**src/rtl/div_arb_pkg.sv**
```systemverilog
// Shared types and defaults for the shared-subtractor divide-by-constant arbiter.
package div_arb_pkg;

   localparam int W_DEF       = 4;
   localparam int DIVISOR_DEF = 3;

   typedef enum logic [1:0] {
      IDLE = 2'b00,
      SUB  = 2'b01,
      DONE = 2'b10
   } state_e;

endpackage

```
**src/rtl/div_arb_sub_step.sv**
```systemverilog
// One restoring-division step against a constant: compare and subtract.
module sub_step #(
   parameter int W       = 4,
   parameter int DIVISOR = 3
) (
   input  logic [W-1:0] acc,
   output logic         ge,
   output logic [W-1:0] nxt
);

   localparam logic [W-1:0] D = W'(DIVISOR);

   assign ge  = (acc >= D);
   assign nxt = acc - D;

endmodule

```
**src/rtl/div_arb.sv**
```systemverilog
// Two-requester divide-by-constant unit: round-robin grant, then one subtraction
// per clock until the remainder drops below the divisor.
module div_arb
   import div_arb_pkg::*;
#(
   parameter int W       = W_DEF,
   parameter int DIVISOR = DIVISOR_DEF
) (
   input  logic         clk,
   input  logic         rst_b,
   input  logic         req0,
   input  logic [W-1:0] i0,
   input  logic         req1,
   input  logic [W-1:0] i1,
   output logic         gnt0,
   output logic         gnt1,
   output logic         busy,
   output logic [W-1:0] q,
   output logic [W-1:0] r,
   output logic         vld,
   output logic         vld_id,
   output logic [1:0]   dbg_state
);

   if (DIVISOR < 1 || DIVISOR > (2**W) - 1) begin : g_bad_divisor
      $error("div_arb: DIVISOR must lie in 1..2^W-1");
   end

   // Handshake: a requester holds reqN and iN stable until it sees gntN (a
   // one-cycle pulse marking the capture edge) and drops reqN in that cycle.
   // Requests are only sampled in IDLE; a losing requester simply keeps waiting.
   state_e       state_q;
   logic [W-1:0] acc_q, cnt_q, q_q, r_q;
   logic         owner_q, last_q, gnt0_q, gnt1_q, busy_q, vld_q, vld_id_q;
   logic         win_d, ge;
   logic [W-1:0] nxt;

   assign win_d = (req0 && req1) ? ~last_q : req1;

   sub_step #(.W(W), .DIVISOR(DIVISOR)) u_sub_step (
      .acc (acc_q),
      .ge  (ge),
      .nxt (nxt)
   );

   always_ff @(posedge clk or negedge rst_b) begin
      if (!rst_b) begin
         state_q  <= IDLE;
         acc_q    <= '0;
         cnt_q    <= '0;
         q_q      <= '0;
         r_q      <= '0;
         owner_q  <= 1'b0;
         last_q   <= 1'b1;
         gnt0_q   <= 1'b0;
         gnt1_q   <= 1'b0;
         busy_q   <= 1'b0;
         vld_q    <= 1'b0;
         vld_id_q <= 1'b0;
      end else begin
         gnt0_q <= 1'b0;
         gnt1_q <= 1'b0;
         vld_q  <= 1'b0;
         case (state_q)
            IDLE: begin
               if (req0 || req1) begin
                  acc_q   <= win_d ? i1 : i0;
                  cnt_q   <= '0;
                  owner_q <= win_d;
                  last_q  <= win_d;
                  gnt0_q  <= ~win_d;
                  gnt1_q  <= win_d;
                  busy_q  <= 1'b1;
                  state_q <= SUB;
               end
            end
            SUB: begin
               if (ge) begin
                  acc_q <= nxt;
                  cnt_q <= cnt_q + W'(1);
               end else begin
                  q_q      <= cnt_q;
                  r_q      <= acc_q;
                  vld_id_q <= owner_q;
                  vld_q    <= 1'b1;
                  state_q  <= DONE;
               end
            end
            DONE: begin
               busy_q  <= 1'b0;
               state_q <= IDLE;
            end
            default: begin
               busy_q  <= 1'b0;
               state_q <= IDLE;
            end
         endcase
      end
   end

   assign gnt0      = gnt0_q;
   assign gnt1      = gnt1_q;
   assign busy      = busy_q;
   assign q         = q_q;
   assign r         = r_q;
   assign vld       = vld_q;
   assign vld_id    = vld_id_q;
   assign dbg_state = state_q;

endmodule

```
**config.mk**
```make
export PLATFORM = sky130hd
export DESIGN_NAME = div_arb
export DESIGN_NICKNAME = d
export VERILOG_FILES = /design/src/rtl/div_arb_pkg.sv /design/src/rtl/div_arb_sub_step.sv /design/src/rtl/div_arb.sv
export SDC_FILE = /design/constraint.sdc
export NUM_CORES = 1
export LEC_CHECK = 0
export CORE_MARGIN = 1
export CORE_UTILIZATION = 35
export DETAILED_ROUTE_END_ITERATION = 10
export PLACE_DENSITY_LB_ADDON = 0.1
export SYNTH_ARGS = -nofsm -noshare
export SYNTH_HDL_FRONTEND = slang
export SYNTH_SLANG_ARGS = --single-unit
```
**constraint.sdc**
```tcl
create_clock -name clk -period 3.7 [get_ports clk]
set_clock_uncertainty 0.15 [all_clocks]
set_input_delay 0.37 -clock clk [delete_from_list [all_inputs] [get_ports clk]]
set_output_delay 0.37 -clock clk [all_outputs]
set_load 0.02 [all_outputs]
```
==> results of run 1 <==
==> sequential cells by signal, indices dropped and copies added, names as in the netlist <==
signal	count
owner_q	1
busy	1
vld_id	1
acc_q	4
last_q	1
cnt_q	4
vld	1
q	4
gnt0	1
r	4
dbg_state	2
gnt1	1
==> power by group through the flow <==
| stage | Clock (W) | Combinational [W] | Sequential [W] |
|---|---|---|---|
| after global placement | 0 | 0.000601 | 0.000492 |
| final | 0.000115 | 0.000598 | 0.000485 |
| after detailed placement | 0 | 0.000607 | 0.000494 |
| after CTS | 0.000120 | 0.000610 | 0.000487 |
| after floorplan | 0 | 0.000336 | 0.000548 |
| after global routing | 0.000130 | 0.000665 | 0.000505 |
==> layout make-up <==
| type | instances | area share [%] |
|---|---|---|
| flip-flops and latches | 25 | 43.7 |
| inverters | 4 | 1.40 |
| clock buffers | 4 | 1.83 |
| repair buffers | 26 | 18.2 |
| well taps | 42 | 3.66 |
| multi-input cells | 74 | 31.2 |
==> critical path: cells and delay by family (launching register included) <==
family / cells / cell delay, ns
buffers and inverters: 1 / 0.23
DFF: 1 / 0.46
and+or+nand+nor: 4 / 0.78
adders and majority gates: 1 / 0.27
==> cell usage after synthesis, types with 3 or more instances <==
cell type	count
o21ai_0	4
and2_1	3
dfrtp_1	24
a21oi_1	4
nand2_1	24
nor2_1	7
==> path summary, 6_finish.rpt <==
kind,startpoint,to,depth (start not counted)
setup / recovery,acc_q[0],r[1],6
hold / removal,r[0],r[0],2
setup reg to reg,acc_q[0],r[1],6
hold reg to reg,r[0],r[0],2
max in group asynchronous,rst_b,cnt_q[1],1
min in group asynchronous,rst_b,gnt1,1
==> metrics by stage <==
step,worst slack [ns],hold WS [ns]
2_1_floorplan,2.07,-0.0756
3_3_place_gp,1.69,0.309
3_5_place_dp,1.61,0.312
4_1_cts,1.71,0.342
5_1_grt,1.54,0.369
6_report,1.75,0.335
==> layer usage <==
layer / track usage, % / share of wire (%)
met2: 24.1 / 50
met3: 2.68 / 3.4
met1: 16.0 / 46
met4: 4.08 / 0.96
met5: 0 / 0
==> kinds of logic (layout without fill, tap and decap cells) <==
logic type | count (synthesis) | count (layout)
muxes | 2 | 2
adders and majority gates | 2 | 2
xor gates and xnor gates | 3 | 3
DFF | 25 | 25
AOI/OAI and AO/OA | 21 | 21
buffers and inverters | 5 | 34
and+or+nand+nor | 46 | 46
==> impl_metrics.env, run 1 <==
export IMPL_rows=19
export IMPL_drt_iter0_drc=7
export IMPL_synth_simple_gate_area_share_pct=19.7
export IMPL_initial_utilization_pct=38.2
export IMPL_p_comb_share_pct=49.9
export IMPL_yosys_area_top_type="dfrtp_1"
export IMPL_synth_compound_area_share_pct=14.6
export IMPL_synth_top_area_share_pct=54.6
export IMPL_fp_dieH_um=58.1
export IMPL_worstPathRequired_ns=3.80
export IMPL_crit_fanout=11
export IMPL_yosysSeqAreaShare_pct=57.0
export IMPL_setup_viol_count_final=0
export IMPL_final_setup_tns_ns=0
export IMPL_end_kind="flop"
export IMPL_netlist_top_cells_area="dfrtp_1 (55%), nand2_1 (8.2%), dfstp_2 (2.4%)"
export IMPL_num_io_pins=27
export IMPL_swShare_pct=40.3
export IMPL_yosysWarnings=0
export IMPL_place_congestion=0.834
export IMPL_grt_pass1_vias=801
export IMPL_utilization_pct=49.8
export IMPL_min_path_type="reg2reg"
export IMPL_clock_power_share_pct=9.6
export IMPL_internal_power_w=0.000715
export IMPL_p_leak_nw=0.661
export IMPL_regArea_um2=627
export IMPL_multiInputGateArea_um2=448
export IMPL_layout_nets=148
export IMPL_ant_nets=0
export IMPL_ys_seq_elements=25
export IMPL_finalHoldViolCount=0
export IMPL_grt_pass1_wl_mm=3.42
export IMPL_postLayoutCellArea_um2=1430
export IMPL_clk_pin_slew_ns=0.12
export IMPL_syn_to_final_growth_pct=30.4
export IMPL_synth_top_family_by_area="simple AND/OR/NAND/NOR gates"
export IMPL_drv_cap=0
export IMPL_synth_main_ff_cell="dfrtp_1"
export IMPL_fill_cells=278
export IMPL_grt_max_degree=26
export IMPL_portBuffers=26
export IMPL_period_minus_slack_ns=1.95
export IMPL_reg2reg_slack_ns=1.75
export IMPL_synth_area_um2=1100
export IMPL_power_frac_seq_pct=40.5
export IMPL_viasPerCell=4.65
export IMPL_synthAdderAreaFrac_pct=2.28
export IMPL_drtPass1Iterations=10
export IMPL_layout_drive_gt1_share_pct=7.52
export IMPL_finalWirelength_mm=1.98
export IMPL_post_cts_resized=0
export IMPL_vias=814
export IMPL_postSynthAreaPerCell_um2=10.6
export IMPL_max_freq_mhz=512
export IMPL_drcViolationCount=2
export IMPL_drv_slew=0
export IMPL_place_area_um2=1410
export IMPL_final_cell_mix="clkdlybuf4s50_1 (26), nand2_1 (24), dfrtp_1 (24), nor2_1 (7)"
export IMPL_critical_path_most_common_cell="nand2_1"
export IMPL_post_route_period_util_pct=52.8
export IMPL_synthMuxAreaShare_pct=1.82
export IMPL_rsz0062_at_grt="no"
export IMPL_ctsHoldBuffers=0
export IMPL_grtUsageTotal_pct=13.4
export IMPL_die_area_um2=3370
export IMPL_antenna_cells=0
export IMPL_synth_nets=118
export IMPL_cts_root_buf="clkbuf_4"
export IMPL_async_reset_ff_share_pct=100
export IMPL_crit_slowest_cell="dfrtp_1"
export IMPL_h_tree_depth=1
export IMPL_clock_sinks=25
export IMPL_status="finished with violations"
export IMPL_cp_start_kind="flop"
export IMPL_synthXorXnorAreaFrac_pct=2.39
export IMPL_crit_chain="ha_1, nor3_2, nand2_1, clkinv_1, nand2_1, nand2_1"
export IMPL_cts_inserted_buffers=3
export IMPL_worstMarginPinSlew_ns=1.06
export IMPL_core_area_um2=2880
export IMPL_cts_tree="built"
export IMPL_stdcell_count=175
export IMPL_worstPathArrival_ns=2.05
export IMPL_insertion_delay_ns=0.30
export IMPL_power_w=0.00120
export IMPL_power_density_nw_per_um2=835
export IMPL_clk_path_buf_depth=2
export IMPL_netSwitchingPower_w=0.000483
export IMPL_violations="DRC"
export IMPL_die_w_um=58.1
export IMPL_antenna_found_initial=0
export IMPL_dp_cells=171
export IMPL_ys_types=33
export IMPL_place_hpwl_mm=1.57
export IMPL_vdd_ir_drop_max_mv=0.377
export IMPL_final_common_cell="clkdlybuf4s50_1"
export IMPL_crit_type="reg2reg"
export IMPL_synthCells=104
export IMPL_synth_edf_count=0
export IMPL_wl_per_cell_um=11.3
export IMPL_grt_overflow=0
export IMPL_cts_setup_buffers=0
export IMPL_slew_limit_headroom_pct=28.9
export IMPL_crit_path_max_incr_delay_ns=0.46
No activity file was read; power rests on OpenSTA's default activity.
==> inputs of run 2 (changes only) <==
- clock period: 3.7 -> 2 ns (I/O delays scaled with it)
==> run 2 against run 1 <==
The flow still finishes with violations (DRC). Fmax is 2.3% higher. Largest power group unchanged. Sequential share of layout area is 1.3 points lower. First-iteration DRC count grew to 4.0 times the previous value. Largest cell class unchanged. Utilization is 1.6 points higher. Design area is 3.1% higher. Sequential power is 83% higher. Die area stayed put. Via count is 5.0% higher. Clock power is 89% higher.
==> impl_metrics.env, run 2 (synthesized netlist as in run 1, its figures left out) <==
export IMPL_status="finished with violations"
export IMPL_violations="DRC"
export IMPL_drtPass1Iterations=11
export IMPL_rows=19
export IMPL_setup_viol_count_final=0
export IMPL_die_w_um=58.1
export IMPL_max_freq_mhz=524
export IMPL_dpl_worst_slack_ns=0.100
export IMPL_slew_limit_headroom_pct=71.3
export IMPL_p_leak_nw=0.690
export IMPL_fin_ws_ns=0.0918
export IMPL_vias=855
export IMPL_grt_pass1_wl_mm=3.55
export IMPL_stdcell_count=181
export IMPL_grt_pass1_vias=768
export IMPL_antenna_cells=0
export IMPL_fill_cells=281
export IMPL_die_area_um2=3370
export IMPL_vdd_ir_drop_max_mv=0.550
export IMPL_cts_inserted_buffers=3
export IMPL_portBuffers=26
export IMPL_crit_type="reg2reg"
export IMPL_layout_drive_gt1_share_pct=11.5
export IMPL_end_kind="flop"
export IMPL_drv_slew=0
export IMPL_core_area_um2=2880
export IMPL_clk_pin_slew_ns=0.13
export IMPL_place_area_um2=1450
export IMPL_final_setup_tns_ns=0
export IMPL_syn_to_final_growth_pct=34.5
export IMPL_grtUsageTotal_pct=13.8
export IMPL_clock_sinks=25
export IMPL_period_minus_slack_ns=1.91
export IMPL_h_tree_depth=1
export IMPL_final_cell_mix="clkdlybuf4s50_1 (26), nand2_1 (24), dfrtp_1 (24), nor2_1 (7), buf_4 (6)"
export IMPL_worstPathArrival_ns=1.97
export IMPL_grt_max_degree=26
export IMPL_place_congestion=0.828
export IMPL_postLayoutCellArea_um2=1480
export IMPL_cts_tree="built"
export IMPL_worstMarginPinSlew_ns=0.426
export IMPL_reg2reg_slack_ns=0.09
export IMPL_ctsHoldBuffers=0
export IMPL_crit_fanout=7
export IMPL_drv_cap=0
export IMPL_viasPerCell=4.72
export IMPL_num_io_pins=27
export IMPL_post_cts_resized=0
export IMPL_power_density_nw_per_um2=1570
export IMPL_insertion_delay_ns=0.30
export IMPL_min_path_type="in2async"
export IMPL_drcViolationCount=2
export IMPL_drt_iter0_drc=28
export IMPL_power_w=0.00232
export IMPL_wl_per_cell_um=11.8
export IMPL_ant_nets=0
export IMPL_finalWirelength_mm=2.14
export IMPL_fp_dieH_um=58.1
export IMPL_cts_setup_buffers=0
export IMPL_clk_path_buf_depth=2
export IMPL_finalHoldViolCount=0
export IMPL_antenna_found_initial=0
export IMPL_post_route_period_util_pct=95.4
export IMPL_grt_overflow=0
export IMPL_dp_cells=177
export IMPL_place_hpwl_mm=1.64
export IMPL_final_common_cell="clkdlybuf4s50_1"
export IMPL_layout_nets=154
export IMPL_initial_utilization_pct=38.2
export IMPL_cts_root_buf="clkbuf_4"
export IMPL_worstPathRequired_ns=2.06
export IMPL_rsz0062_at_grt="no"
export IMPL_cp_start_kind="flop"
==> run 2: changes by cell type in the layout (fill, tap and decap cells not counted) <==
cell   before  now
buf_4       0    6
==> run 2: worst max-delay path, stage by stage (launching register included) <==
cell and delay [ns]:
dfrtp_1 0.45, ha_1 0.27, nor3_2 0.07, buf_4 0.15
a211o_4 0.38, clkinv_4 0.07, o21ai_1 0.06, a22o_1 0.22
==> run 2: metrics by stage <==
step | hold slack, ns | utilization (%)
after floorplan | -0.246 | -
after global placement | 0.307 | 50.5
after detailed placement | 0.312 | 50.5
after CTS | 0.0927 | 51.4
after global routing | 0.119 | 51.4
final | 0.0849 | 51.4
==> run 2: cell type report <==
cell class | instances | area (um^2) | area share [%]
Tap cell | 42 | 52.6 | 3.55
Multi-Input combinational cell | 74 | 448 | 30.3
Timing Repair Buffer | 32 | 305 | 20.6
Inverter | 4 | 20.0 | 1.35
Sequential cell | 25 | 627 | 42.4
Clock buffer | 4 | 26.3 | 1.78
==> run 2: worst paths after layout <==
path                       endpoint  startpoint  cells past startpoint
max in group asynchronous    last_q       rst_b                      2
hold / removal                 busy       rst_b                      2
setup reg to reg           acc_q[0]    acc_q[1]                      7
hold reg to reg              vld_id      vld_id                      2
setup / recovery           acc_q[0]    acc_q[1]                      7
min in group clk             vld_id      vld_id                      2
==> run 2: layer usage <==
layer	track usage, %	vias up	wire [um]
met2	22.2	21	1020
li1	-	419	-
met3	2.68	2	90
met1	18.8	413	1010
met5	0	-	0
met4	4.08	0	19
==> run 2: where the power goes <==
| part | switching [W] | internal [W] |
|---|---|---|
| logic | 0.000637 | 0.000579 |
| clock network | 0.000139 | 0.0000777 |
| registers | 0.000161 | 0.000726 |
| total | 0.000937 | 0.00138 |
==> inputs of run 3 (changes only) <==
- MAX_ROUTING_LAYER: unset -> met4
==> results of run 3 <==
Same layout as run 2: the final DEF is identical, and so are final timing and power.
Main changes from that run: final weighted congestion in routability-driven placement 0.828 -> 0.841; via count of the first global-routing pass 768 -> 766; overall routing resource usage 13.8% -> 14.2%
